[src/rtl/if_id_skid_buffer.sv]
// if_id_skid_buffer: fetch-to-decode register stage with a two-entry skid buffer,
// registered in_ready and flush on redirect.
module if_id_skid_buffer #(
  parameter int ADDR_W = 32,
  parameter int INST_W = 32,
  parameter logic [INST_W-1:0] NOP_INST = 32'h0000_0013
) (
  input  logic              clk,
  input  logic              rst_n,
  input  logic              flush_i,
  input  logic              in_valid_i,
  output logic              in_ready_o,
  input  logic [ADDR_W-1:0] in_pc_i,
  input  logic [INST_W-1:0] in_inst_i,
  output logic              out_valid_o,
  input  logic              out_ready_i,
  output logic [ADDR_W-1:0] out_pc_o,
  output logic [INST_W-1:0] out_inst_o
);
  typedef enum logic [1:0] {EMPTY = 2'b00, BUSY = 2'b01, FULL = 2'b11} state_e;
  state_e state_q, state_d;
  logic in_ready_q, in_ready_d;
  logic [ADDR_W-1:0] main_pc_q, main_pc_d, skid_pc_q, skid_pc_d;
  logic [INST_W-1:0] main_inst_q, main_inst_d, skid_inst_q, skid_inst_d;
  logic accept, consume;
  assign accept      = in_valid_i & in_ready_q;
  assign consume     = out_valid_o & out_ready_i;
  assign in_ready_o  = in_ready_q;
  assign out_valid_o = state_q != EMPTY;
  assign out_pc_o    = main_pc_q;
  assign out_inst_o  = out_valid_o ? main_inst_q : NOP_INST;
  always_comb begin
    state_d     = state_q;
    main_pc_d   = main_pc_q;
    main_inst_d = main_inst_q;
    skid_pc_d   = skid_pc_q;
    skid_inst_d = skid_inst_q;
    // Flush drops everything; main data is left alone so out_pc keeps its value.
    if (flush_i) state_d = EMPTY;
    else begin
      unique case (state_q)
        EMPTY: if (accept) begin
          state_d     = BUSY;
          main_pc_d   = in_pc_i;
          main_inst_d = in_inst_i;
        end
        BUSY: if (accept && consume) begin
          main_pc_d   = in_pc_i;
          main_inst_d = in_inst_i;
        end else if (accept) begin
          state_d     = FULL;
          skid_pc_d   = in_pc_i;
          skid_inst_d = in_inst_i;
        end else if (consume) state_d = EMPTY;
        FULL: if (consume) begin
          state_d     = BUSY;
          main_pc_d   = skid_pc_q;
          main_inst_d = skid_inst_q;
        end
        default: state_d = EMPTY;
      endcase
    end
    in_ready_d = state_d != FULL;
  end
  always_ff @(posedge clk or negedge rst_n) begin
    if (!rst_n) begin
      state_q     <= EMPTY;
      in_ready_q  <= 1'b1;
      main_pc_q   <= '0;
      main_inst_q <= NOP_INST;
      skid_pc_q   <= '0;
      skid_inst_q <= '0;
    end else begin
      state_q     <= state_d;
      in_ready_q  <= in_ready_d;
      main_pc_q   <= main_pc_d;
      main_inst_q <= main_inst_d;
      skid_pc_q   <= skid_pc_d;
      skid_inst_q <= skid_inst_d;
    end
  end
endmodule

[config.mk]
export PLATFORM = sky130hd
export DESIGN_NAME = if_id_skid_buffer
export DESIGN_NICKNAME = d
export VERILOG_FILES = /design/src/rtl/if_id_skid_buffer.sv
export SDC_FILE = /design/constraint.sdc
export NUM_CORES = 1
export LEC_CHECK = 0
export CORE_UTILIZATION = 54
export CTS_CLUSTER_DIAMETER = 40
export DETAILED_ROUTE_END_ITERATION = 7
export PLACE_DENSITY = 0.85
export SLEW_MARGIN = 20
export SYNTH_ARGS = -nofsm -noshare
export SYNTH_HDL_FRONTEND = slang
export SYNTH_SLANG_ARGS = --single-unit
[constraint.sdc]
create_clock -name clk -period 5.6 [get_ports clk]
set_input_delay 1.12 -clock clk [delete_from_list [all_inputs] [get_ports clk]]
set_output_delay 1.12 -clock clk [all_outputs]
set_load 0.005 [all_outputs]
# [Yosys cells after proc, flatten, opt, wreduce, memory -nomap -nowiden]
# Index checks and enable logic that the tools add are counted.
[totals] register_bits=131 input_bits=69 wordCells=38
[classes] eq_ne=6 mux=16 bitwise_logic=4 n_reduce_logical=6
[ops] operator="$mux 32" n=7
[ops] operator="$pmux 32 s3" n=2
[ops] operator="$mux 2" n=6
[ops] operator="$ne 2x2->1 const B" n=4
[ops] operator="$pmux 2 s3" n=1
[ops] operator="$reduce_and 5->1" n=1
[ops] operator="$reduce_and 4->1" n=1
[ops] operator="$reduce_bool 3->1" n=1
[ops] operator="$and 1x1->1" n=2
[ops] operator="$eq 2x1->1 const B" n=1
[ops] operator="$eq 2x2->1 const B" n=1
[ops] operator="$logic_not 2->1" n=1
[ops] operator="$not 1->1" n=2
[ops] operator="$reduce_bool 2->1" n=1
[ops] operator="$logic_and 1x1->1" n=1

# [Longest topological paths before layout]
# Gate-level depths: netlist of run 1.
[depth] depth_word=8 depth_mapped=5 mapped_depth_nobuf=3

# [Worst setup path before layout of run 1]
# No wires, ideal clock.
[synth_timing] path_type="input -> register" from="in in_valid_i" to="reg main_pc_q[0], in the netlist out_pc_o[0]" setup_ps=125 arrival_ps=2432 slack_ps=3043 stages=4 path_buffers=1 cell_sequence="a21oi_1 > a2111oi_4 > buf_6 > mux2_2"
[synth_via] elab_chain_cells=4 word_cells_on_any_way=5
[synth_rtl] item="from (decl)" line_no="11" rtl="input logic in_valid_i,"
[synth_rtl] item="$and 1x1->1 (*)" line_no="26" rtl="assign accept = in_valid_i & in_ready_q;"
[synth_rtl] item="$logic_and 1x1->1" line_no="47" rtl="BUSY: if (accept && consume) begin"
[synth_rtl] item="$ne 2x2->1 (no source line)"
[synth_rtl] item="$reduce_and 5->1 (no source line) (*)"
[synth_rtl] item="to (signal assigned)" line_no="76" rtl="main_pc_q <= main_pc_d;"
[synth_rtl] item="to (decl)" line_no="23" rtl="logic [ADDR_W-1:0] main_pc_q, main_pc_d, skid_pc_q, skid_pc_d;"
# Mark *: on every way between the ends. The rest lies on a longest branch, timed or not.
# A chain may end at the register's enable or synchronous reset.

# [Worst setup path after layout of run 1]
[layout_timing] from="reg state_q[0]" to="out out_inst_o[1]"
[layout_via] elab_chain_cells=2
[layout_rtl] item="from (decl)" line_no="21" rtl="state_e state_q, state_d;"
[layout_rtl] item="from (signal assigned)" line_no="74" rtl="state_q <= state_d;"
[layout_rtl] item="$reduce_bool 2->1" line_no="29" rtl="assign out_valid_o = state_q != EMPTY;"
[layout_rtl] item="$mux 32" line_no="31" rtl="assign out_inst_o = out_valid_o ? main_inst_q : NOP_INST;"
[layout_rtl] item="to (decl)" line_no="18" rtl="output logic [INST_W-1:0] out_inst_o"
# Every way passes these cells.

==> results of run 1 <==
==> cells by family after synthesis <==
family / Yosys count / synth area share
compound gates: 4 / 0.00724
flops: 131 / 0.559
mux: 192 / 0.368
buf+inv: 25 / 0.0249
simple gates: 39 / 0.0409
==> cells in the final DEF (no fill, tap or decap), drive strengths merged <==
master         instances
dfrtp                127
bufinv                 6
or2                    3
clkinv                 4
clkinvlp               2
o21ai                  1
clkbuf                20
a2111oi                1
nor2b                 30
a21oi                  2
inv                    3
nor2                   1
clkdlybuf4s50        133
or3                    2
buf                    6
mux2                 192
dfstp                  4
nand2b                 1
nand2                  1
nand3b                 1
==> path summary, 6_finish.rpt <==
check,start,end,slack [ns],cells past startpoint
max,state_q[0],out_inst_o[1],2.34,4
min,out_pc_o[9],out_pc_o[9],0.49,1
max reg2reg,state_q[0],main_inst_q[13],3.17,4
min reg2reg,out_pc_o[9],out_pc_o[9],0.49,1
max in group asynchronous,rst_n,skid_pc_q[23],3.57,2
min in group asynchronous,rst_n,skid_inst_q[11],0.72,1
==> through the flow <==
step,instance area [sq um],setup WS [ns],hold slack [ns]
floorplan,5870,3.04,0.450
global placement,7290,2.27,0.460
detailed placement,7290,2.21,0.484
CTS,7970,2.30,0.497
global route,7970,2.22,0.507
finish,7970,2.34,0.493
==> power groups by stage <==
stage	Combinational, uW	Clock (uW)	Sequential [uW]
3_3_place_gp	504	0	1280
5_1_grt	569	1320	1310
4_1_cts	533	1270	1280
3_5_place_dp	527	0	1290
2_1_floorplan	275	0	1260
6_report	525	1250	1280
==> sequential cells by signal, indices dropped and copies added, names as in the netlist <==
register     count
skid_pc_q       32
skid_inst_q     32
state_q          2
out_pc_o        32
in_ready_o       1
main_inst_q     32
==> worst max-delay path: cells and delay by family, from the launching register on <==
kind                   cells  cell delay, ns
flip-flops                 1            0.47
AND/OR/NAND/NOR            2            0.31
buffers and inverters      2            0.84
==> per-layer routing <==
metal / up-vias / GRT usage
met5: - / 0
met2: 106 / 0.376
met4: 0 / 0.0704
met3: 8 / 0.0834
met1: 1825 / 0.292
li1: 1662 / -
==> final cells by class <==
type | instances | area [sq um] | share of cell area
repair buffers | 139 | 1380 | 0.173
clock buffers | 20 | 455 | 0.0571
clock inverters | 12 | 226 | 0.0284
inverters | 3 | 11.3 | 0.00141
flip-flops and latches | 131 | 3280 | 0.412
well taps | 136 | 170 | 0.0213
multi-input cells | 235 | 2450 | 0.307
==> key figures, run 1 <==
Outcome
  – Outcome: finished clean

GRT
  – Largest net degree at the start of global routing: 70
  – GRT Overall Usage: 0.232
  – Number of global-route vias before repair: around 4000
  – Initial antenna violation count: 0
  – Gr ovfl total: 0
  – Global-route wire length before repair: 19800 microns

CTS
  – TritonCTS clock tree: yes
  – Max Root-Sink Buffers: 2
  – Clk Latency, worst-skew pair: 0.51 ns
  – CTS Buf Count: 17
  – CTS sink count: 131
  – Clk root buf: clkbuf_8
  – Setup bufs post-CTS: 0
  – CTS resizes: 0
  – Post-CTS Hold Buffers: 0
  – Htree depth: 4
  – Clock transition at the registers of the reported paths: about 0.060 ns

STA
  – Setup TNS: 0 ns
  – Slew Viols, Final: 0
  – Final Cycle Share: 0.581
  – Count of final hold-check violations: 0
  – Least-Margin Pin Slew: roughly 0.89 ns
  – Clock tree skew after final layout: 0.00830 ns
  – RSZ-0062 raised after global routing: no
  – Max frequency: 307 MHz
  – # setup viols final: 0
  – Final Critical Period: 3.26 ns
  – Max_slew headroom: 0.405

Worst setup path
  – Crit-path slowest cell: clkdlybuf4s50_1
  – Crit path kind: reg2out
  – Crit. End Element: output port
  – Crit path required time: 4.48 ns
  – Crit path DAT: 2.14 ns
  – Max stage delay on crit path: 0.49 ns
  – Max Fanout on Critical Path: 33
  – Critical path cell sequence: nor2_2 -> buf_4 -> or2_2 -> clkdlybuf4s50_1
  – CP startpoint kind: flop

Synthesis
  – Synth warnings: 0
  – Top-count cell post-synth: mux2_2
  – Seq cells post-synth: ~130
  – Largest cells by area after synthesis: dfrtp_1 (54%), mux2_2 (36%), nor2b_1 (3.2%)
  – Sequential fraction of the synthesis area: 0.559
  – Mapped cell area: ~0.0059 sq mm
  – Avg Inst Size Synth: roughly 15 sq um
  – Commonest cells in the netlist: mux2_2 (188), dfrtp_1 (127), nor2b_1 (30), clkbuf_1 (10)
  – Syn Nets: 460
  – Synth top area share: 0.541
  – Unique masters post-synth: 18
  – Asr flop ratio synth: 1.00
  – Main synth FF type: dfrtp_1
  – EDFF count, synth: 0
  – Leading area contributor after synthesis: dfrtp_1
  – Post-Syn Instances: 391

Drt
  – WL met2: 6050 microns
  – Detailed Route Iter0 Violations: 149
  – Routed wl met3: 715 microns
  – Drt via density: around 5.3
  – Final WL: 12200 microns
  – Top Layer Used: met4
  – DRC viols: 0
  – WL met1: between 5000 and 6000 microns
  – DR WL/cell: 18.0 microns
  – Remaining antenna violation count: 0
  – Detailed Routing Iterations Pass 1: 4
  – Via count: 3601

Place
  – Final HPWL DP: 7500 microns
  – Placed insts: approximately 640
  – I/O Buffers: 134
  – RePlAce Congestion: 0.741

Pwr
  – Combinational share of power: 0.172
  – NetSw: 680 uW
  – Flop pwr share: 0.419
  – VDD IR-drop max: 0.224 mV
  – Net switching share of the total power: 0.222
  – Internal power: 2380 uW
  – Tot Pwr: about 3100 uW
  – Clock Power Share: 0.409
  – Cell area power density: 384 mW/mm^2
  – Leak: 0.00336 uW

Floorplan
  – Starting Density: 0.564
  – Cell Rows: 37
  – CORE AREA: 0.0104 sq mm
  – Die X-Extent: around 110 microns
  – Die H: 106 microns
  – Io pins: 135
  – DIE AREA: between 0.01 and 0.015 sq mm

Cells and area
  – Antenna cells: 0
  – Total Nets Final: between 500 and 600
  – Filler instances: 662
  – Fin cells: 676
  – Layout area overhead: 35.7%
  – Final Util: 0.766
  – Layout cells sized above 1: 0.439

Worst hold path
  – Hold Crit Class: reg2reg

Flow run
  – Max-cap violations: 0
Note: power is estimated with default switching activity, not from simulation.
==> run 2, diff against run 1 <==
Settings changed: CORE_UTILIZATION 54 to 45, PLACE_DENSITY 0.85 to 0.76.
Clock period 5.6 ns to 2.7 ns, I/O delays scaled along.
==> run 2 against run 1 <==
Core utilization shrank 13 points. Largest power group unchanged. Via count grew 0.94%. Clock skew shrank 0.0038 ns.
==> key figures, run 2 (same netlist as run 1, synthesis figures left out) <==
Worst setup path
  – Crit path kind: reg2out
  – Crit path required time: 2.16 ns
  – R2R Path Start: in_ready_o
  – Crit. End Element: output port
  – Worst flop-to-flop path endpoint: out_pc_o[2]
  – R2R cell count: 4
  – Max Fanout on Critical Path: 18
  – R2R setup slack: ~0.73 ns
  – Crit path DAT: a little under 2 ns
  – CP startpoint kind: flop

STA
  – RSZ-0062 raised after global routing: no
  – Count of final hold-check violations: 0
  – Clock tree skew after final layout: 0.00453 ns
  – Least-Margin Pin Slew: 0.648 ns
  – Final Critical Period: ~2.5 ns
  – Final Cycle Share: 0.919
  – Slew Viols, Final: 0
  – Setup TNS: 0 ns
  – # setup viols final: 0
  – Max_slew headroom: 0.568
  – Max frequency: a little over 400 MHz

CTS
  – Setup bufs post-CTS: 0
  – Clk Latency, worst-skew pair: 0.42 ns
  – CTS resizes: 0
  – Clk root buf: clkbuf_16
  – Clock transition at the registers of the reported paths: ~0.060 ns
  – Htree depth: 4
  – TritonCTS clock tree: yes
  – CTS sink count: 131
  – CTS Buf Count: 17
  – Post-CTS Hold Buffers: 0
  – Max Root-Sink Buffers: 2

Drt
  – Drt via density: 5.08
  – Via count: 3635
  – Detailed Route Iter0 Violations: 132
  – DR WL/cell: between 15 and 20 microns
  – Remaining antenna violation count: 0
  – DRC viols: 0
  – Final WL: around 12000 microns
  – Detailed Routing Iterations Pass 1: 4

Floorplan
  – Io pins: 135
  – CORE AREA: 0.0127 sq mm
  – DIE AREA: 0.0135 sq mm
  – Starting Density: 0.464
  – Die H: about 120 microns
  – Die X-Extent: 116 microns
  – Cell Rows: 41

Pwr
  – Cell area power density: 767 mW/mm^2
  – Tot Pwr: 6160 uW
  – Leak: about 0.0034 uW
  – VDD IR-drop max: 0.428 mV

Cells and area
  – Layout cells sized above 1: 0.443
  – Antenna cells: 0
  – Layout area overhead: 36.9%
  – Area of the multi-input gates: 0.00245 sq mm
  – Total Nets Final: 600
  – Final Util: 0.635
  – Filler instances: between 900 and 1000
  – Commonest non-fill, non-tap cell in the layout: mux2_2
  – Register area: 0.00328 sq mm
  – Commonest cells after routing, fill and taps aside: mux2_2 (188), clkdlybuf4s50_1 (133), dfrtp_1 (127), nor2b_1 (30), clkbuf_16 (17)

Outcome
  – Outcome: finished clean

GRT
  – GRT Overall Usage: 0.194
  – Global-route wire length before repair: approximately 20000 microns
  – Largest net degree at the start of global routing: 65
  – Gr ovfl total: 0
  – Initial antenna violation count: 0
  – Number of global-route vias before repair: between 3000 and 4000

Flow run
  – Max-cap violations: 0

Place
  – RePlAce Congestion: around 0.70
  – Final HPWL DP: 7770 microns
  – I/O Buffers: ~130

Worst hold path
  – Hold Crit Class: in2async
==> run 2: layer usage <==
layer | GRT usage | vias up | wire [microns]
met4 | 0.0692 | 0 | 188
met5 | 0 | - | 0
met2 | 0.307 | 102 | 5650
met3 | 0.0602 | 17 | 692
li1 | - | 1655 | -
met1 | 0.251 | 1861 | 5450
==> run 2: where the power goes <==
group          total (uW)  switching [uW]  internal, uW
clock network        2430             839          1590
registers            2650             222          2420
logic                1090             330           758
total                6160            1390          4770
==> run 2: worst max-delay path by stage <==
stage | startpoint | end | slack, ns
finish | state_q[0] | out_inst_o[1] | 0.22
global route | state_q[0] | out_inst_o[1] | 0.15
CTS | state_q[0] | out_inst_o[1] | 0.20
detailed placement | in_valid_i | out_pc_o[30] | 0.25
global placement | in_valid_i | out_pc_o[16] | 0.28
floorplan | in_valid_i | out_pc_o[0] | 0.72
==> run 2: area by class of cell <==
type / count / area share
clock buffer: 19 / 0.0563
multi-input combinational: 235 / 0.305
clock inverter: 13 / 0.0227
inverter: 3 / 0.00140
sequential: 131 / 0.408
timing repair buffer: 143 / 0.180
tap: 172 / 0.0268
==> run 2: stage by stage <==
stage	cells	hold slack (ns)	instance area [sq um]	setup slack (ns)
CTS	716	0.162	8040	0.197
floorplan	391	0.244	5870	0.723
finish	716	0.136	8040	0.218
detailed placement	684	0.475	7400	0.247
global route	716	0.185	8040	0.149
global placement	684	0.465	7400	0.278
==> run 2: critical path: stages, from the launching register on <==
cell and delay [ns]:
dfrtp_1 0.49, nor2_2 0.07, buf_4 0.20, or2_2 0.29
clkdlybuf4s50_1 0.48
==> run 3, diff against run 2 <==
Settings changed: CORE_MARGIN from default to 3.
==> run 3 against run 2 <==
Non-clock buffer count decreased by 4. Core utilization down 0.94 points. First-iteration DRC count grew 6.1%. Sequential power about the same. Combinational power barely moved. Setup slack gained 0.028 ns. Routed wire length increased by 2.0%. Global-route usage shrank 1.5 points. Clock power decreased by 17%. Die area increased by 7.0%. Critical path depth did not move. Final area decreased by 1.5%.
==> key figures, run 3 (same netlist as run 1, synthesis figures left out) <==
Outcome
  – Outcome: finished clean

Pwr
  – VDD IR-drop max: 0.379 mV
  – Cell area power density: 726 mW/mm^2
  – Leak: approximately 0.0033 uW

STA
  – Count of final hold-check violations: 0
  – Final Critical Period: between 2 and 2.5 ns
  – Clock tree skew after final layout: 0.00385 ns
  – RSZ-0062 raised after global routing: no
  – Hold slack: 0.232 ns
  – Max_slew headroom: 0.540
  – Least-Margin Pin Slew: 0.690 ns
  – # setup viols final: 0
  – Slew Viols, Final: 0
  – Max frequency: 407 MHz
  – Final Cycle Share: 0.909
  – Setup TNS: 0 ns

Floorplan
  – Cell Rows: 41
  – Io pins: 135
  – Die X-Extent: between 100 and 150 microns
  – Starting Density: 0.464
  – DIE AREA: 0.0145 sq mm
  – CORE AREA: 0.0127 sq mm
  – Die H: 120 microns

Cells and area
  – Layout area overhead: 34.8%
  – Layout cells sized above 1: 0.431
  – Commonest cells after routing, fill and taps aside: mux2_2 (188), clkdlybuf4s50_1 (133), dfrtp_1 (127), nor2b_1 (30), clkbuf_16 (17)
  – Total Nets Final: between 500 and 600
  – Final Util: 0.625
  – Commonest non-fill, non-tap cell in the layout: mux2_2
  – Antenna cells: 0

Worst setup path
  – Crit. End Element: output port
  – Max Fanout on Critical Path: 33
  – Worst Setup SP: state_q[0]
  – Crit path DAT: ~1.9 ns
  – R2R setup slack: between 0.6 and 0.7 ns
  – Crit path kind: reg2out
  – R2R Path Start: in_ready_o
  – Crit path required time: 2.16 ns
  – CP startpoint kind: flop

Drt
  – Remaining antenna violation count: 0
  – Via count: 3636
  – DR WL/cell: roughly 17 microns
  – DRC viols: 0
  – Final WL: 12200 microns
  – Detailed Route Iter0 Violations: 140
  – Drt via density: 5.12
  – Detailed Routing Iterations Pass 1: 4

Place
  – Final HPWL DP: between 7000 and 8000 microns
  – I/O Buffers: about 130
  – RePlAce Congestion: roughly 0.70

CTS
  – Setup bufs post-CTS: 0
  – Clock transition at the registers of the reported paths: 0.05 ns
  – Clk Latency, worst-skew pair: 0.41 ns
  – CTS resizes: 0
  – Post-CTS Hold Buffers: 0
  – TritonCTS clock tree: yes
  – Htree depth: 4
  – Max Root-Sink Buffers: 2
  – CTS Buf Count: 17
  – CTS sink count: about 130
  – Clk root buf: clkbuf_16

GRT
  – Global-route wire length before repair: about 20000 microns
  – Largest net degree at the start of global routing: 132
  – GRT Overall Usage: 0.179
  – Gr ovfl total: 0
  – Initial antenna violation count: 0
  – Number of global-route vias before repair: 4054

Worst hold path
  – Hold Crit Class: in2async

Flow run
  – Max-cap violations: 0
## run 3: stage by stage
stage / power (uW) / setup slack (ns) / instances / area (sq um)
2_1_floorplan: 3190 / 0.723 / 391 / 5870
3_3_place_gp: 3710 / 0.277 / 680 / 7400
3_5_place_dp: 3780 / 0.188 / 680 / 7400
4_1_cts: 5830 / 0.209 / 710 / 7920
5_1_grt: 6060 / 0.172 / 710 / 7920
6_report: 5750 / 0.245 / 710 / 7920
## run 3: final cells by class
cell class	instances	area (sq um)
flip-flops and latches	131	3280
inverters	3	11.3
multi-input cells	235	2450
clock inverters	6	30.0
clock buffers	24	492
well taps	172	215
fillers	962	4750
repair buffers	139	1440
## run 3: worst max-delay path, cell delays in order (launching register included)
cell,delay (ns)
dfrtp_1,0.50
nor2_2,0.08
buf_12,0.18
or2_2,0.29
clkdlybuf4s50_1,0.45
## run 3: report_power, final
part           leakage (uW)  switching [uW]  internal [uW]
Combinational       0.00149             332            759
Sequential          0.00157             224           2430
Clock              0.000265             758           1250
Total               0.00332            1310           4430
## run 3: final timing paths
path                                    to  cells past startpoint
max in group asynchronous     out_pc_o[13]                      2
min reg2reg                main_inst_q[13]                      1
min                        skid_inst_q[10]                      2
max                          out_inst_o[1]                      4
min in group clk           main_inst_q[13]                      1
max reg2reg                   out_pc_o[18]                      4
## run 3: layer usage
metal	GRT usage	wire (microns)	vias up
met5	0	0	-
met4	0.0659	157	0
met3	0.0524	733	15
met2	0.281	5770	115
met1	0.237	5550	1854
li1	-	-	1652
